==> src/rtl/router_sw_alloc_if.sv <==
`default_nettype none
// ============================================================================
// Module      : router_sw_alloc_if
// Description : Request / grant / crossbar-select bundle between the router
//               input stage and the switch allocator.
// Revision    : 1.0 - initial release
// ============================================================================
interface router_sw_alloc_if #(
    parameter int NUM_PORTS      = 2,
    parameter int PORT_IDX_WIDTH = 1
);
    logic [NUM_PORTS-1:0]                req_valid;
    logic [NUM_PORTS*PORT_IDX_WIDTH-1:0] req_dest;
    logic [NUM_PORTS-1:0]                req_head;
    logic [NUM_PORTS-1:0]                req_tail;
    logic [NUM_PORTS-1:0]                credit_in;
    logic [NUM_PORTS-1:0]                gnt;
    logic [NUM_PORTS*PORT_IDX_WIDTH-1:0] xbar_sel;
    logic [NUM_PORTS-1:0]                xbar_valid;
    logic                                error;

    // Input stage / flow-control side
    modport master (
        output req_valid, req_dest, req_head, req_tail, credit_in,
        input  gnt, xbar_sel, xbar_valid, error
    );

    // Allocator side
    modport slave (
        input  req_valid, req_dest, req_head, req_tail, credit_in,
        output gnt, xbar_sel, xbar_valid, error
    );
endinterface
`default_nettype wire

==> src/rtl/router_sw_alloc.sv <==
`default_nettype none
// ============================================================================
// Module      : router_sw_alloc
// Description : Per-output round-robin, wormhole-locked switch allocator with
//               downstream credit tracking and a sticky protocol error flag.
// Revision    : 1.0 - initial release
// ============================================================================
module router_sw_alloc #(
    parameter int NUM_PORTS      = 2,
    parameter int PORT_IDX_WIDTH = 1,
    parameter int BUF_DEPTH      = 4,
    parameter int CRED_WIDTH     = 3
) (
    input wire logic         clk,
    input wire logic         reset,
    router_sw_alloc_if.slave bus
);

    localparam logic [0:0]            c_ST_IDLE   = 1'b0;
    localparam logic [0:0]            c_ST_LOCKED = 1'b1;
    localparam logic [CRED_WIDTH-1:0] c_CRED_MAX  = CRED_WIDTH'(BUF_DEPTH);
    localparam logic [CRED_WIDTH-1:0] c_CRED_ONE  = CRED_WIDTH'(1);

    logic [NUM_PORTS-1:0]                     r_state, w_state_nxt;
    logic [NUM_PORTS-1:0][PORT_IDX_WIDTH-1:0] r_owner, w_owner_nxt;
    logic [NUM_PORTS-1:0][PORT_IDX_WIDTH-1:0] r_rr_ptr, w_rr_nxt;
    logic [NUM_PORTS-1:0][CRED_WIDTH-1:0]     r_credit, w_credit_nxt;
    logic                                     r_error;

    logic [NUM_PORTS-1:0][PORT_IDX_WIDTH-1:0] w_dest;
    logic [NUM_PORTS-1:0][PORT_IDX_WIDTH-1:0] w_sel;
    logic [NUM_PORTS-1:0][NUM_PORTS-1:0]      w_cand;
    logic [NUM_PORTS-1:0]                     w_owns;
    logic [NUM_PORTS-1:0]                     w_proto_err;
    logic [NUM_PORTS-1:0]                     w_ovf;
    logic [NUM_PORTS-1:0]                     w_xv;
    logic [NUM_PORTS-1:0]                     w_gnt;
    logic [PORT_IDX_WIDTH-1:0]                w_idx;
    logic                                     w_err_set;

    // Cyclic port index: (a + k) mod NUM_PORTS, valid for k < NUM_PORTS
    function automatic logic [PORT_IDX_WIDTH-1:0] f_wrap_add(
        input logic [PORT_IDX_WIDTH-1:0] a,
        input int                        k
    );
        int s;
        s = int'(a) + k;
        if (s >= NUM_PORTS) begin
            s = s - NUM_PORTS;
        end
        return s[PORT_IDX_WIDTH-1:0];
    endfunction

    // The packed 2-D view lines slice i up with bits [i*W +: W]
    assign w_dest = bus.req_dest;

    // Which inputs currently hold a wormhole lock on some output
    always_comb begin
        w_owns = '0;
        for (int o = 0; o < NUM_PORTS; o++) begin
            if (r_state[o] == c_ST_LOCKED) begin
                w_owns[r_owner[o]] = 1'b1;
            end
        end
    end

    // Protocol checks and idle-arbitration candidates per output
    always_comb begin
        w_cand      = '0;
        w_proto_err = '0;
        for (int i = 0; i < NUM_PORTS; i++) begin
            // Body flit with no lock, or a new head while still owning a lock
            w_proto_err[i] = bus.req_valid[i] &
                             (bus.req_head[i] ? w_owns[i] : ~w_owns[i]);
            for (int o = 0; o < NUM_PORTS; o++) begin
                w_cand[o][i] = bus.req_valid[i] & bus.req_head[i] & ~w_owns[i] &
                               (w_dest[i] == PORT_IDX_WIDTH'(o));
            end
        end
    end

    // FSM output logic: per-output winner selection and input grants
    always_comb begin
        w_xv  = '0;
        w_sel = '0;
        w_gnt = '0;
        w_idx = '0;
        for (int o = 0; o < NUM_PORTS; o++) begin
            if (r_credit[o] != '0) begin
                if (r_state[o] == c_ST_IDLE) begin
                    for (int k = 0; k < NUM_PORTS; k++) begin
                        w_idx = f_wrap_add(r_rr_ptr[o], k);
                        if (!w_xv[o] && w_cand[o][w_idx]) begin
                            w_xv[o]  = 1'b1;
                            w_sel[o] = w_idx;
                        end
                    end
                end else if (bus.req_valid[r_owner[o]] && !bus.req_head[r_owner[o]] &&
                             (w_dest[r_owner[o]] == PORT_IDX_WIDTH'(o))) begin
                    w_xv[o]  = 1'b1;
                    w_sel[o] = r_owner[o];
                end
            end
            if (w_xv[o]) begin
                w_gnt[w_sel[o]] = 1'b1;
            end
        end
    end

    // FSM next-state logic: lock transitions, pointer advance, credit count
    always_comb begin
        w_state_nxt  = r_state;
        w_owner_nxt  = r_owner;
        w_rr_nxt     = r_rr_ptr;
        w_credit_nxt = r_credit;
        w_ovf        = '0;
        for (int o = 0; o < NUM_PORTS; o++) begin
            if (w_xv[o]) begin
                if (r_state[o] == c_ST_IDLE) begin
                    w_rr_nxt[o] = f_wrap_add(w_sel[o], 1);
                    if (!bus.req_tail[w_sel[o]]) begin
                        w_state_nxt[o] = c_ST_LOCKED;
                        w_owner_nxt[o] = w_sel[o];
                    end
                end else if (bus.req_tail[r_owner[o]]) begin
                    w_state_nxt[o] = c_ST_IDLE;
                end
            end
            case ({w_xv[o], bus.credit_in[o]})
                2'b10:   w_credit_nxt[o] = r_credit[o] - c_CRED_ONE;
                2'b01: begin
                    // A return into a full buffer is dropped and flagged
                    if (r_credit[o] == c_CRED_MAX) begin
                        w_ovf[o] = 1'b1;
                    end else begin
                        w_credit_nxt[o] = r_credit[o] + c_CRED_ONE;
                    end
                end
                default: w_credit_nxt[o] = r_credit[o];
            endcase
        end
    end

    assign w_err_set = (|w_proto_err) | (|w_ovf);

    // FSM state register with synchronous active-low reset
    always_ff @(posedge clk) begin
        if (!reset) begin
            r_state  <= {NUM_PORTS{c_ST_IDLE}};
            r_owner  <= '0;
            r_rr_ptr <= '0;
            r_credit <= {NUM_PORTS{c_CRED_MAX}};
            r_error  <= 1'b0;
        end else begin
            r_state  <= w_state_nxt;
            r_owner  <= w_owner_nxt;
            r_rr_ptr <= w_rr_nxt;
            r_credit <= w_credit_nxt;
            r_error  <= r_error | w_err_set;
        end
    end

    // Grants and crossbar controls are suppressed while reset is held
    assign bus.gnt        = reset ? w_gnt : '0;
    assign bus.xbar_valid = reset ? w_xv  : '0;
    assign bus.xbar_sel   = reset ? w_sel : '0;
    assign bus.error      = r_error;

endmodule
`default_nettype wire

==> src/flat_wrapper.sv <==
// flat-port wrapper written by rule: the top's interface ports become plain ports
module router_sw_alloc_flat 
#(
    parameter int NUM_PORTS      = 2,
    parameter int PORT_IDX_WIDTH = 1,
    parameter int BUF_DEPTH      = 4,
    parameter int CRED_WIDTH     = 3
)
  (clk, reset, bus_req_valid, bus_req_dest, bus_req_head, bus_req_tail, bus_credit_in, bus_gnt, bus_xbar_sel, bus_xbar_valid, bus_error);
  router_sw_alloc_if #(.NUM_PORTS(NUM_PORTS), .PORT_IDX_WIDTH(PORT_IDX_WIDTH)) bus_i ();
  input wire logic clk;
  input wire logic reset;
  input wire logic [$bits(bus_i.req_valid)-1:0] bus_req_valid;
  input wire logic [$bits(bus_i.req_dest)-1:0] bus_req_dest;
  input wire logic [$bits(bus_i.req_head)-1:0] bus_req_head;
  input wire logic [$bits(bus_i.req_tail)-1:0] bus_req_tail;
  input wire logic [$bits(bus_i.credit_in)-1:0] bus_credit_in;
  output wire logic [$bits(bus_i.gnt)-1:0] bus_gnt;
  output wire logic [$bits(bus_i.xbar_sel)-1:0] bus_xbar_sel;
  output wire logic [$bits(bus_i.xbar_valid)-1:0] bus_xbar_valid;
  output wire logic [$bits(bus_i.error)-1:0] bus_error;
  assign bus_i.req_valid = bus_req_valid;
  assign bus_i.req_dest = bus_req_dest;
  assign bus_i.req_head = bus_req_head;
  assign bus_i.req_tail = bus_req_tail;
  assign bus_i.credit_in = bus_credit_in;
  assign bus_gnt = bus_i.gnt;
  assign bus_xbar_sel = bus_i.xbar_sel;
  assign bus_xbar_valid = bus_i.xbar_valid;
  assign bus_error = bus_i.error;
  router_sw_alloc #(.NUM_PORTS(NUM_PORTS), .PORT_IDX_WIDTH(PORT_IDX_WIDTH), .BUF_DEPTH(BUF_DEPTH), .CRED_WIDTH(CRED_WIDTH)) u_core (.clk(clk), .reset(reset), .bus(bus_i));
endmodule
==> config.mk <==
export PLATFORM = sky130hd
export DESIGN_NAME = router_sw_alloc_flat
export DESIGN_NICKNAME = d
export VERILOG_FILES = /design/src/rtl/router_sw_alloc_if.sv /design/src/rtl/router_sw_alloc.sv /design/src/flat_wrapper.sv
export SDC_FILE = /design/constraint.sdc
export NUM_CORES = 1
export LEC_CHECK = 0
export CORE_MARGIN = 10
export CORE_UTILIZATION = 56
export DETAILED_ROUTE_END_ITERATION = 7
export HOLD_SLACK_MARGIN = 0.03
export PLACE_DENSITY = 0.84
export RECOVER_POWER = 50
export SLEW_MARGIN = 20
export SYNTH_ARGS = -nofsm -noshare
export SYNTH_HDL_FRONTEND = slang
export SYNTH_SLANG_ARGS = --single-unit
==> constraint.sdc <==
create_clock -name clk -period 4 [get_ports clk]
set_input_delay 0.8 -clock clk [delete_from_list [all_inputs] [get_ports clk]]
set_output_delay 0.8 -clock clk [all_outputs]
set_load 0.01 [all_outputs]
==> results by group, run 1 <==
Status
  • Status: complete, no violations

Power
  • Net switching power figure: about 0.18 mW
  • Clk pwr share: 0.180
  • Leakage power: about 0.52 nW
  • Max IR drop VDD: around 0.22 mV
  • Proportion of power drawn by flip-flops and latches: 0.381
  • Switching fraction of total power: 0.384
  • Total power after layout: ~0.47 mW
  • Internal power of the cells: ~0.29 mW
  • Part of the power in combinational logic: 0.440
  • Areal power density over the cells: 339 nW/µm²

Synth
  • Number of flops mapped to enable cells by yosys: 0
  • Share of synthesized area occupied by flip-flops and latches: 0.233
  • Number of standard cells after synthesis: between 100 and 150
  • Most common cell in the synthesized netlist: nand2_1
  • YS warnings: 0
  • Cell types with the largest area share after synthesis: dfxtp_1 23%, nand2_1 5.4%, fa_1 3.6%, nor2_1 3.4%, a21oi_1 3.1%
  • Share of the synthesized area in the top cell type: 0.233
  • Mapped Avg Cell Area: slightly above 8 µm²
  • FFs w/ async S/R, synth: 0
  • Dominant register cell in the synthesized netlist: dfxtp_1
  • Top post-synthesis cells by count: 16 x nand2_1, 13 x dfxtp_1, 10 x nor2_1
  • Area of the mapped netlist: around 1100 µm²
  • Netlist cell types: 55
  • Post-synthesis register bit count: 13
  • Biggest area consumer among synthesized cells: dfxtp_1
  • Number of nets produced by synthesis: around 150

Worst setup path
  • Maximum fanout encountered on the critical timing path: 6
  • Category of the critical setup timing path: in -> out
  • Critical path data arrival time: about 3.0 ns
  • Required time at the worst-slack endpoint: roughly 3.2 ns
  • Worst Setup End Kind: primary output
  • Worst reg-to-reg setup slack: around 1.3 ns
  • Crit start category: input port

Timing
  • Setup repair after global routing missed its margin: no
  • Period minus WS final: around 3.8 ns
  • Post-layout worst setup margin: about 0.20 ns
  • Final critical-path share of the clock period: 0.950
  • Final setup vio count: 0
  • Headroom to the max-slew limit: 0.650
  • Setup_tns: 0 ns
  • Tightest Pin Transition: roughly 0.51 ns
  • Hold slack: 0.523 ns
  • Worst setup skew after layout: 0.00316 ns
  • Number of max-slew violations in the final report: 0
  • Final count of hold timing violations: 0
  • Max frequency: approximately 260 MHz

Cells and area
  • Final non-filler cell area: ~1400 µm²
  • Antenna diodes: 0
  • Final non-filler cell total: ~190
  • Share of layout cells above drive strength 1: 0.113
  • Area growth from synthesis to final layout: 23.5%
  • Final standard cell utilization of the core: 0.716
  • # nets final: between 150 and 200

Floorplanning
  • Vertical die dimension: 64.6 µm
  • Core box area: a little under 2000 µm²
  • Die Footprint: between 4000 and 5000 µm²
  • Standard-cell rows: 16
  • DIE WIDTH: roughly 65 µm
  • Boundary Pins: 19
  • Starting utilization of the core area: 0.580

Global routing
  • Number of antenna violations at the first check in global routing: 0
  • Overall track demand over capacity in global routing: 0.149
  • First-pass GRT wire length: just over 5000 µm
  • Via count of the first global-routing pass: approximately 1200
  • Maximum number of pins on one net before global-route repair: 13
  • Congestion Overflow GR: 0

CTS
  • Clk Latency, worst-skew pair: between 0.2 and 0.3 ns
  • Number of buffers created by CTS: 3
  • Clk sinks: 13
  • Clock slew seen by the registers of the worst setup and hold paths: ~0.080 ns
  • Maximum root-to-sink buffer count: 2
  • Total of hold buffers inserted after clock tree synthesis: 0
  • Root Driver: clkbuf_4
  • CTS tree: done
  • Depth of the CTS H-tree: 1
  • Postcts setup bufs: 0
  • Post_cts resized: 0

Placement
  • Place WS: 0.216 ns
  • Cell count after placement: around 180
  • Post-DP Area: approximately 1400 µm²
  • Placer Congestion: 0.911
  • I/O Buffers: 18
  • DPL Wire Length: around 2300 µm

Route
  • Detail Route Antenna Nets: 0
  • Via count: around 1200
  • Routed length on met1: 1270 µm
  • Routed len/inst: 16.0 µm
  • Number of DRC violations after detailed routing: 0
  • Total met2 wirelength after detailed routing: between 1000 and 1500 µm
  • Routed wire length: between 2000 and 3000 µm
  • First-pass detailed-route iteration total: 4
  • Met3 Routed Length: between 200 and 250 µm
  • Top routing layer in use: met4
  • Ratio of routed vias to standard cells: 6.30
  • Iteration-0 DRC Markers: between 70 and 80

Flow run
  • MaxCap Viol Count: 0

Worst hold path
  • Path class of the lowest-slack min-delay path: reg -> reg
cell type report:
cell class / count / area (µm²)
well taps: 27 / 33.8
repair buffers: 26 / 236
clock buffers: 4 / 26.3
multi-input cells: 114 / 812
flip-flops and latches: 13 / 260
fillers: 184 / 546
inverters: 2 / 7.51
final timing paths:
kind | start | endpoint | cells after the start
hold / removal | u_core.r_rr_ptr[0]$_SDFFE_PN0P_ | u_core.r_rr_ptr[0]$_SDFFE_PN0P_ | 1
hold reg to reg | u_core.r_rr_ptr[0]$_SDFFE_PN0P_ | u_core.r_rr_ptr[0]$_SDFFE_PN0P_ | 1
setup / recovery | bus_req_head[1] | bus_gnt[0] | 7
setup reg to reg | u_core.r_state[0]$_SDFFE_PN0N_ | u_core.r_credit[5]$_SDFFE_PN1P_ | 10
sequential cells by signal, indices dropped and copies added (netlist names):
signal,flops
u_core.bus.error,1
u_core.r_credit,6
u_core.r_owner,2
u_core.r_rr_ptr,2
u_core.r_state,2
cell usage in the layout (no fill, tap or decap), drive strengths merged, types with 3 or more instances in the layout:
master,count
nand4,3
nand3,5
dfxtp,13
nand2,16
and3,3
buf,7
o21ai,5
clkdlybuf4s50,16
a31oi,3
nor3,3
a21boi,3
clkbuf,5
nor2,10
o31ai,7
mux2,3
or3,3
o211ai,4
a21oi,7
per-layer routing:
layer,global-route usage,vias to the layer above
li1,-,574
met2,0.240,47
met4,0.0882,0
met3,0.0395,9
met1,0.172,542
met5,0,-
cells by family (layout without fill, tap and decap cells):
group                    Yosys count  in the layout  share of synthesized area
adder cells (fa/ha/maj)            2              2                     0.0359
multiplexers                       5              5                     0.0483
flip-flops                        13             13                      0.233
AND/OR/NAND/NOR                   61             61                      0.309
XOR/XNOR                           4              4                     0.0314
AO/OA/AOI/OAI                     42             42                      0.308
buffers and inverters              8             32                     0.0348
power by group through the flow:
| stage | clock, mW | combinational (mW) | sequential [mW] |
|---|---|---|---|
| 6_report | 0.0840 | 0.205 | 0.178 |
| 5_1_grt | 0.0914 | 0.229 | 0.181 |
| 4_1_cts | 0.0831 | 0.208 | 0.177 |
| 3_5_place_dp | 0 | 0.207 | 0.180 |
| 3_3_place_gp | 0 | 0.196 | 0.178 |
| 2_1_floorplan | 0 | 0.143 | 0.171 |
worst max-delay path, stage by stage:
cell	delay, ns
dlygate4sd3_1	0.62
nand4b_1	0.25
a31oi_1	0.37
buf_4	0.22
a21oi_1	0.07
o21a_1	0.20
clkdlybuf4s50_1	0.47
(Power assumes the default switching activity.)
==> inputs of run 2 (changes only) <==
- CAP_MARGIN: unset -> 25
- SLEW_MARGIN: 20 -> unset
==> results of run 2 <==
Same layout as run 1: the final DEF is identical, and so are final timing and power.
